$ cat src/rtl/bus_arbiter.sv
// bus_arbiter
// Round-robin arbiter for the shared 8-bit data bus. N register-transfer
// sources (PC, ALU, MDR, ...) request the bus. One owner at a time receives
// a one-hot grant. bus_en drives the gated latch enables of the destination
// registers. A single dead turnaround cycle always separates two owners, so
// no latch is enabled while bus ownership changes hands.
//
// Handshake: req[i] is a level request. A requester owns the bus for every
// cycle in which grant[i] is high. It keeps req[i] high for as long as it
// wants the bus and drops it to give the bus up. The arbiter takes the bus
// back after MAX_HOLD cycles, but only when another requester is waiting.
//
// Ports:
//   clk       in   system clock; all state updates happen on the rising edge
//   reset     in   asynchronous, active-high reset
//   req       in   [N-1:0]   request vector
//   grant     out  [N-1:0]   registered one-hot grant; zero when there is no owner
//   grant_id  out  [IDW-1:0] index of the current or most recent owner
//   bus_en    out  high exactly when grant is non-zero
//   busy      out  high in the GRANT and TURN states
module bus_arbiter #(
  parameter int N        = 4,
  parameter int MAX_HOLD = 8,
  parameter int IDW      = $clog2(N),
  parameter int CW       = $clog2(MAX_HOLD + 1)
) (
  input  logic           clk,
  input  logic           reset,
  input  logic [N-1:0]   req,
  output logic [N-1:0]   grant,
  output logic [IDW-1:0] grant_id,
  output logic           bus_en,
  output logic           busy
);

  typedef enum logic [1:0] {
    IDLE  = 2'd0,
    GRANT = 2'd1,
    TURN  = 2'd2
  } state_t;

  state_t         state;
  logic [CW-1:0]  hold_cnt;
  logic [IDW-1:0] last;

  // Pick the first requester after 'l', scanning upward and wrapping modulo N.
  function automatic logic [IDW-1:0] pick(input logic [N-1:0] r,
                                          input logic [IDW-1:0] l);
    logic [IDW-1:0] w;
    logic [IDW-1:0] sel;
    logic           found;
    int             idx;
    w     = '0;
    found = 1'b0;
    for (int k = 1; k <= N; k++) begin
      idx = (int'(l) + k) % N;
      sel = IDW'(idx);
      if (!found && r[sel]) begin
        w     = sel;
        found = 1'b1;
      end
    end
    return w;
  endfunction

  logic [IDW-1:0] winner;
  logic           owner_req;
  logic           others_req;
  logic           hold_full;
  logic           release_bus;

  always_comb begin
    winner      = pick(req, last);
    // grant holds the owner's one-hot code while in GRANT, so it doubles as a mask.
    owner_req   = |(req & grant);
    others_req  = |(req & ~grant);
    hold_full   = (hold_cnt == CW'(MAX_HOLD));
    release_bus = !owner_req || (hold_full && others_req);
  end

  always_ff @(posedge clk or posedge reset) begin
    if (reset) begin
      state    <= IDLE;
      grant    <= '0;
      grant_id <= '0;
      bus_en   <= 1'b0;
      busy     <= 1'b0;
      hold_cnt <= '0;
      last     <= IDW'(N - 1);
    end else begin
      case (state)
        IDLE: begin
          if (|req) begin
            state    <= GRANT;
            grant    <= {{(N-1){1'b0}}, 1'b1} << winner;
            grant_id <= winner;
            bus_en   <= 1'b1;
            busy     <= 1'b1;
            hold_cnt <= CW'(1);
          end
        end
        GRANT: begin
          if (release_bus) begin
            state  <= TURN;
            grant  <= '0;
            bus_en <= 1'b0;
            busy   <= 1'b1;
            last   <= grant_id;
          end else if (!hold_full) begin
            hold_cnt <= hold_cnt + CW'(1);
          end
        end
        TURN: begin
          if (|req) begin
            state    <= GRANT;
            grant    <= {{(N-1){1'b0}}, 1'b1} << winner;
            grant_id <= winner;
            bus_en   <= 1'b1;
            busy     <= 1'b1;
            hold_cnt <= CW'(1);
          end else begin
            state <= IDLE;
            busy  <= 1'b0;
          end
        end
        default: begin
          // Unreachable encoding: park in IDLE with every output cleared.
          state    <= IDLE;
          grant    <= '0;
          grant_id <= '0;
          bus_en   <= 1'b0;
          busy     <= 1'b0;
          hold_cnt <= '0;
        end
      endcase
    end
  end

  // Structural invariants
  a_onehot: assert property (@(posedge clk) disable iff (reset)
    $onehot0(grant));
  a_bus_en: assert property (@(posedge clk) disable iff (reset)
    bus_en == (|grant));
  a_busy_idle: assert property (@(posedge clk) disable iff (reset)
    !busy |-> (state == IDLE));
  a_no_handover: assert property (@(posedge clk) disable iff (reset)
    ((|$past(grant)) && (|grant)) |-> (grant == $past(grant)));

endmodule
$ cat config.mk
export PLATFORM = sky130hd
export DESIGN_NAME = bus_arbiter
export DESIGN_NICKNAME = d
export VERILOG_FILES = /design/src/rtl/bus_arbiter.sv
export SDC_FILE = /design/constraint.sdc
export NUM_CORES = 1
export LEC_CHECK = 0
export BUFFER_PORTS_ARGS = -buffer_cell sky130_fd_sc_hd__buf_2
export CORE_ASPECT_RATIO = 1.2
export CORE_MARGIN = 2
export CORE_UTILIZATION = 55
export CTS_BUF_LIST = sky130_fd_sc_hd__clkbuf_4 sky130_fd_sc_hd__clkbuf_8
export DETAILED_ROUTE_END_ITERATION = 7
export HOLD_SLACK_MARGIN = 0.05
export PLACE_DENSITY = 0.78
export SLEW_MARGIN = 20
export SYNTH_ARGS = -nofsm -noshare
export SYNTH_HDL_FRONTEND = slang
export SYNTH_SLANG_ARGS = --single-unit
export TNS_END_PERCENT = 100
$ cat constraint.sdc
create_clock -name clk -period 3.86 [get_ports clk]
set_input_delay 0.965 -clock clk [delete_from_list [all_inputs] [get_ports clk]]
set_output_delay 0.965 -clock clk [all_outputs]
set_load 0.02 [all_outputs]
==> flow_results.org, run 1 <==
** GRT
- After global routing the overflow that remains totals 0.
- Wire length of the first global-routing pass :: 3020 um
- In the global route stage, overall resource usage came out at 0.236.
- The via count of the first global-routing pass was 666.
- Initial antenna violation count :: 0
- Entering global routing, the biggest net connects 17 pins.

** Die
- Full die area :: 1950 sq um
- Pin placement for this block handled 14 I/O pins.
- Vertical die dimension :: 48.0 um
- In this run the core area contains 15 standard-cell rows.
- The total area inside the core boundary comes to 1460 sq um.
- Width of the die :: 40.6 um
- For this configuration, the core starts out at a cell density of 0.605.

** Synth
- Net count after synthesis :: 92
- Summing every instance area after synthesis gives 886 sq um.
- Post-Synth XOR/XNOR Area :: 0
- The synthesized design contains 0 enable-type register cells.
- Counting flops with an async set or reset pin after synthesis yields a share of 1.00.
- YS warnings :: 0
- Post-Synthesis Cells :: 84
- Most frequent cell after synthesis :: sky130_fd_sc_hd__dfrtp_1
- After synthesis, the share of cell area in mux cells is 0.0254.
- Synthesized-area fraction occupied by adder cells :: 0.0282
- Post-synth cell types :: 34
- The fraction of the mapped netlist area in compound gates is 0.287.
- The share of the Yosys chip area taken by registers is 0.455.
- Of the post-synthesis cell area, the dominant cell type holds 0.395.
- For this run, the leading register cell type out of synthesis is sky130_fd_sc_hd__dfrtp_1.
- The largest total area in the synthesized netlist belongs to sky130_fd_sc_hd__dfrtp_1.
- Of the total synthesized cell area, the portion taken by AND, OR, NAND and NOR gates is 0.179.
- Counting instances in the post-synthesis netlist gives the leading cell types as sky130_fd_sc_hd__dfrtp_1 (14), sky130_fd_sc_hd__inv_1 (6), sky130_fd_sc_hd__nand2_1 (6).
- Flops & latches, synth :: 16
- By area the synthesized netlist is led by sky130_fd_sc_hd__dfrtp_1 (40%), sky130_fd_sc_hd__dfstp_2 (5.9%), sky130_fd_sc_hd__nor2b_4 (3.1%), sky130_fd_sc_hd__o41ai_4 (3.1%), sky130_fd_sc_hd__a22o_1 (3.0%).
- After synthesis, the largest family of logic cells by area is compound AO/OA/AOI/OAI gates.
- Post-Synthesis Mean Instance Area :: 10.5 sq um

** Layout
- Measured on the finished design, the core utilization comes to 0.689.
- The area growth from synthesis to layout is 13.8%.
- Final cell count without fillers :: 118
- Layout cells sized above 1 :: 0.257
- Nets :: 110
- Fill cells in the final layout number 128.
- Antenna Cells :: 0

** Place
- Number of buffers inserted by port buffering :: 13
- Including well taps, the total number of placed cells is 114.
- The HPWL after detailed placement is 1490 um.
- Setup slack after placement :: 1.60 ns
- Placer's final routability congestion estimate :: 0.843

** Power
- Internal power contribution :: 0.000443 W
- Dividing total power by cell area gives a power density of 785 nW/um^2.
- Sw Ratio :: 0.441
- Static leakage :: 0.488 nW
- Across the VDD grid, the largest voltage drop is 0.485 mV.
- Sw power :: 0.000349 W
- Sequential Power Share :: 0.393
- Of the total power, the clock network draws 0.142.
- Of the total power, combinational logic draws 0.465.

** Run
- Across the run, the number of max-cap violations was 0.

** Clocking
- Clock latency on the worst-skew pair, taken at its later pin, is 0.29 ns.
- CTS clk-pin slew, worst paths :: 0.10 ns
- Once the clock tree was built, the resizer swapped 0 gates to a different size.
- In this run the number of H-tree levels came out at 1.
- The number of clock buffers added by TritonCTS is 3.
- Clock sink count :: 16
- CTS hold repair buffers :: 0
- Post-CTS Setup Inserts :: 0
- Largest buffer count on any clock path :: 2
- TritonCTS built the clock tree.
- CTS Root Cell :: sky130_fd_sc_hd__clkbuf_4

** Critical path
- Startpoint type of the worst setup path :: primary input
- In this run the worst path has a maximum fanout of 7.
- Slowest cell on the critical path :: sky130_fd_sc_hd__a311o_1
- Kind of critical path :: primary input to flop
- CP Capture Type :: flop
- Worst Reg2Reg Path Length in Cells :: 6
- At the worst endpoint, the arrival time is 2.14 ns.
- Critical path data required time :: 4.04 ns
- On the worst path, the slowest cell contributes a delay of 0.35 ns.
- The signal on the critical path passes through buf_2 -> a22oi_1 -> nand2_1 -> a31o_2 -> a311o_1.
- Critical Path Start :: req[3]
- In this run the critical register-to-register path is launched from hold_cnt[0].

** Route
- Final routed DRC violation total :: 0
- The detail route stage leaves a number of antenna-violating nets equal to 0.
- Length of the first detailed-routing pass in iterations :: 4
- In this run, the number of DRC markers left after iteration 0 of detailed routing was 36.
- Wires add up to 1980 um.
- Total via count after detailed routing :: 727
- In the final routed layout, each cell accounts on average for 16.8 um.
- Avg Vias per Cell :: 6.16

** Timing
- Number of setup violations in the final report :: 0
- Static timing analysis puts the maximum clock frequency at 510 MHz.
- Setup repair after global routing left no endpoint under its margin.
- Final total negative setup slack :: 0 ns
- Share of the clock period used by the worst path after layout :: 0.508
- Final worst clock skew :: 0.00151 ns
- The count of endpoints failing hold in the final timing report was 0.
- The worst path needs 1.96 ns of the cycle, external delays included.
- Max-slew violation total from the final report :: 0
- At the pin with the least slew margin, the transition time is 0.621 ns.
- Slew margin rel. :: 0.585
- Worst Slack Setup Final :: 1.90 ns

** Hold path
- The worst hold path begins at hold_cnt[3].
- The tightest min-delay check is of the flop to flop type.
- Hold Crit Depth :: 1

** Run status
- Run status :: finished clean
## state kept, by name (all words and copies together) (netlist names)
name	flops
bus_en	1
last	2
grant_id	2
hold_cnt	4
state	2
grant	4
busy	1
## cells in the final DEF (no fill, tap or decap), types with 2 or more instances in the layout
cell type | netlist | routed
sky130_fd_sc_hd__a31oi_1 | 3 | 3
sky130_fd_sc_hd__nand2b_1 | 3 | 3
sky130_fd_sc_hd__nor2b_4 | 2 | 2
sky130_fd_sc_hd__and3_1 | 2 | 2
sky130_fd_sc_hd__a22oi_1 | 2 | 2
sky130_fd_sc_hd__a21oi_1 | 4 | 4
sky130_fd_sc_hd__mux2_1 | 2 | 2
sky130_fd_sc_hd__nand3_1 | 4 | 4
sky130_fd_sc_hd__nand2_1 | 6 | 6
sky130_fd_sc_hd__inv_1 | 6 | 6
sky130_fd_sc_hd__clkbuf_4 | 0 | 3
sky130_fd_sc_hd__dfstp_2 | 2 | 2
sky130_fd_sc_hd__ha_1 | 2 | 2
sky130_fd_sc_hd__nor2_1 | 3 | 3
sky130_fd_sc_hd__a22o_1 | 3 | 3
sky130_fd_sc_hd__dfrtp_1 | 14 | 14
sky130_fd_sc_hd__buf_2 | 0 | 13
sky130_fd_sc_hd__a21o_1 | 2 | 2
sky130_fd_sc_hd__o2bb2ai_1 | 3 | 3
sky130_fd_sc_hd__o21ai_0 | 4 | 4
sky130_fd_sc_hd__nor2b_1 | 2 | 2
## layout make-up
type	count	area [sq um]	share of cell area
inverters	6	22.5	0.0223
well taps	17	21.3	0.0211
flip-flops and latches	16	403	0.400
repair buffers	13	65.1	0.0645
multi-input cells	62	460	0.457
clock buffers	4	36.3	0.0360
## per-stage QoR
step	total power [W]	instance area, sq um	hold slack, ns
5_1_grt	0.000851	1010	0.519
2_1_floorplan	0.000570	886	0.443
4_1_cts	0.000794	1010	0.504
6_report	0.000791	1010	0.516
3_3_place_gp	0.000671	972	0.476
3_5_place_dp	0.000681	972	0.483
## per-layer routing
metal | vias up | GRT usage | share of wire
li1 | 352 | - | -
met1 | 349 | 0.308 | 0.45
met2 | 22 | 0.400 | 0.50
met3 | 4 | 0.0279 | 0.034
met4 | 0 | 0.0800 | 0.013
met5 | - | 0 | 0
## critical path: cells and delay by family
kind | cells | cell delay (ns)
AO/OA/AOI/OAI | 3 | 0.86
AND/OR/NAND/NOR | 1 | 0.17
buffers and inverters | 1 | 0.14
## path summary, 6_finish.rpt
check / slack (ns) / endpoint
min reg2reg: 0.52 / hold_cnt[3]
max reg2reg: 2.16 / busy
max in group asynchronous: 2.73 / grant[2]
max: 1.90 / busy
min: 0.52 / hold_cnt[3]
min in group asynchronous: 0.73 / hold_cnt[1]
## power by group through the flow
stage | registers, W | logic (W) | clock network, W
final | 0.000311 | 0.000368 | 0.000113
after global placement | 0.000313 | 0.000359 | 0
after global routing | 0.000321 | 0.000407 | 0.000123
after detailed placement | 0.000313 | 0.000368 | 0
after floorplan | 0.000344 | 0.000225 | 0
after CTS | 0.000310 | 0.000368 | 0.000115
## logic make-up after synthesis
| group | count (synthesis) |
|---|---|
| multiplexers | 2 |
| AO/OA/AOI/OAI | 32 |
| AND/OR/NAND/NOR | 26 |
| flip-flops | 16 |
| buffers and inverters | 6 |
| adder cells (fa/ha/maj) | 2 |
Power figures use the tool's default switching activity.
==> run 2, diff against run 1 <==
CORE_UTILIZATION = 51   (was 55)
PLACE_DENSITY = 0.76   (was 0.78)
clock period = 1.8 ns   (was 3.86 ns; I/O delays follow)
==> flow_results.org, run 2 (synthesized netlist as in run 1, its figures left out) <==
** Clocking
- Total number of H-tree levels :: 1
- CTS clk-pin slew, worst paths :: 0.09 ns
- CTS tree :: yes
- Buffers inserted during clock tree synthesis total 3.
- For this design, the CTS-stage hold fixing added 0 buffers.
- Clock tree synthesis found a total of 16 sinks.
- Largest buffer count on any clock path :: 2
- The clock reaches the later pin of the worst-skew pair after 0.29 ns.
- Number of gates resized after CTS :: 0
- In this run the clock root is driven by a sky130_fd_sc_hd__clkbuf_4.
- The number of setup buffers added after CTS is 0.

** Die
- Core Rows :: 16
- Full die area :: 2090 sq um
- Initial Util :: 0.540
- Area of the core :: 1640 sq um
- The die is 42.0 um wide.
- The die is 49.7 um tall.
- 14 I/O pins were placed.

** Layout
- Layout cells sized above 1 :: 0.265
- The number of antenna diodes in the final layout is 0.
- Post-synthesis to final-layout area growth :: 14.1%
- Regs by FF count :: grant: 4 flops, hold_cnt: 4 flops
- Nets :: 111
- Final cell utilization of the core :: 0.616
- In the layout the commonest cells are sky130_fd_sc_hd__dfrtp_1 (14), sky130_fd_sc_hd__buf_2 (13), sky130_fd_sc_hd__inv_1 (6), sky130_fd_sc_hd__nand2_1 (6).
- Leaving out fill and tap cells, the most frequent cell in the layout is sky130_fd_sc_hd__dfrtp_1.

** Run status
- The run finished with clean final reports.

** Critical path
- Startpoint type of the worst setup path :: flop
- In this run the register-to-register setup slack is 0.11 ns.
- The signal on the critical path passes through inv_1 -> ha_1 -> and3b_2 -> o41ai_4 -> a31o_2 -> a311o_1.
- Data on the critical path arrives at its endpoint at 1.87 ns.
- In this run the worst path has a maximum fanout of 5.
- The slowest stage of the critical path belongs to the cell sky130_fd_sc_hd__dfrtp_1.
- Data on the critical path is required at its endpoint by 1.97 ns.
- The critical path is of the flop to flop type.
- The largest single stage delay on the critical path is 0.41 ns.
- CP Capture Type :: flop

** Place
- In this run the tool buffered the top-level ports with 13 buffer cells.
- Placer's final routability congestion estimate :: 0.824
- Detailed-placement wirelength estimate :: 1550 um

** Route
- In this run, the number of DRC markers left after iteration 0 of detailed routing was 10.
- Avg Vias per Cell :: 6.28
- Total via count after detailed routing :: 754
- Wirelength, routed :: 1980 um
- Length of the first detailed-routing pass in iterations :: 4
- Post-DR wirelength/cell :: 16.5 um
- Final routed DRC violation total :: 0
- Number of antenna-violating nets in the routed design :: 0

** Timing
- For this run, the top clock speed supported by timing is 591 MHz.
- In this run the tightest slew margin relative to its limit is 0.596.
- The count of endpoints failing hold in the final timing report was 0.
- Final worst clock skew :: 0.0118 ns
- Of the available clock period, the critical path in the final layout requires 0.940.
- Number of setup violations in the final report :: 0
- Final total negative setup slack :: 0 ns
- Hold WS :: 0.208 ns
- Setup repair after global routing left no endpoint under its margin.
- Clock period minus worst slack :: 1.69 ns
- For the pin with the worst max-slew slack, the measured transition is 0.605 ns.
- Max-slew violation total from the final report :: 0

** GRT
- For this run the aggregate overflow at the end of global routing stands at 0.
- Initial antenna violation count :: 0
- Largest net degree at the start of global routing :: 17
- The first global-routing pass estimated 3380 um of wire.
- Number of global-route vias before repair :: 772
- In the global route stage, overall resource usage came out at 0.216.

** Power
- VDD sags by at most 0.877 mV.
- Power Density :: 1680 nW/um^2
- Static leakage :: 0.490 nW

** Hold path
- Type of the most critical hold path :: primary input to asynchronous set/reset pin

** Run
- Across the run, the number of max-cap violations was 0.
-- run 2: per-layer routing --
| layer | track usage | part of all wire | vias up |
|---|---|---|---|
| met5 | 0 | 0 | - |
| met4 | 0.172 | 0.049 | 0 |
| met3 | 0.0330 | 0.049 | 11 |
| met2 | 0.349 | 0.49 | 28 |
| met1 | 0.251 | 0.41 | 362 |
| li1 | - | - | 353 |
-- run 2: layout make-up --
type / count / area (sq um)
Fill cell: 145 / 631
Multi-Input combinational cell: 62 / 460
Sequential cell: 16 / 403
Timing Repair Buffer: 14 / 72.6
Clock buffer: 4 / 30.0
Inverter: 6 / 22.5
Tap cell: 18 / 22.5
-- run 2: where the power goes --
part | switching (W) | internal [W]
sequential | 0.000146 | 0.000523
combinational | 0.000492 | 0.000324
clock | 0.000109 | 0.000101
-- run 2: final timing paths --
check / cells past startpoint / startpoint / endpoint
max: 6 / hold_cnt[0] / busy
min: 2 / reset / grant[1]
max reg2reg: 6 / hold_cnt[0] / busy
max in group asynchronous: 2 / reset / state[0]
min in group clk: 1 / hold_cnt[3] / hold_cnt[3]
min reg2reg: 1 / hold_cnt[3] / hold_cnt[3]
-- run 2: worst max-delay path: cells and delay by family, from the launching register on --
kind                       cells  cell delay, ns
DFF                            1            0.41
AOI/OAI and AO/OA              3            0.71
buffers and inverters          1            0.09
and+or+nand+nor                1            0.22
adders and majority gates      1            0.14
-- run 2: per-stage QoR --
stage / setup slack (ns) / area [sq um] / std cells / power (W)
finish: 0.107 / 1010 / 120 / 0.00170
global route: 0.0293 / 1010 / 120 / 0.00183
CTS: 0.0444 / 1010 / 120 / 0.00170
detailed placement: 0.0263 / 981 / 116 / 0.00149
global placement: 0.0563 / 981 / 116 / 0.00146
floorplan: 0.197 / 886 / 84 / 0.00122
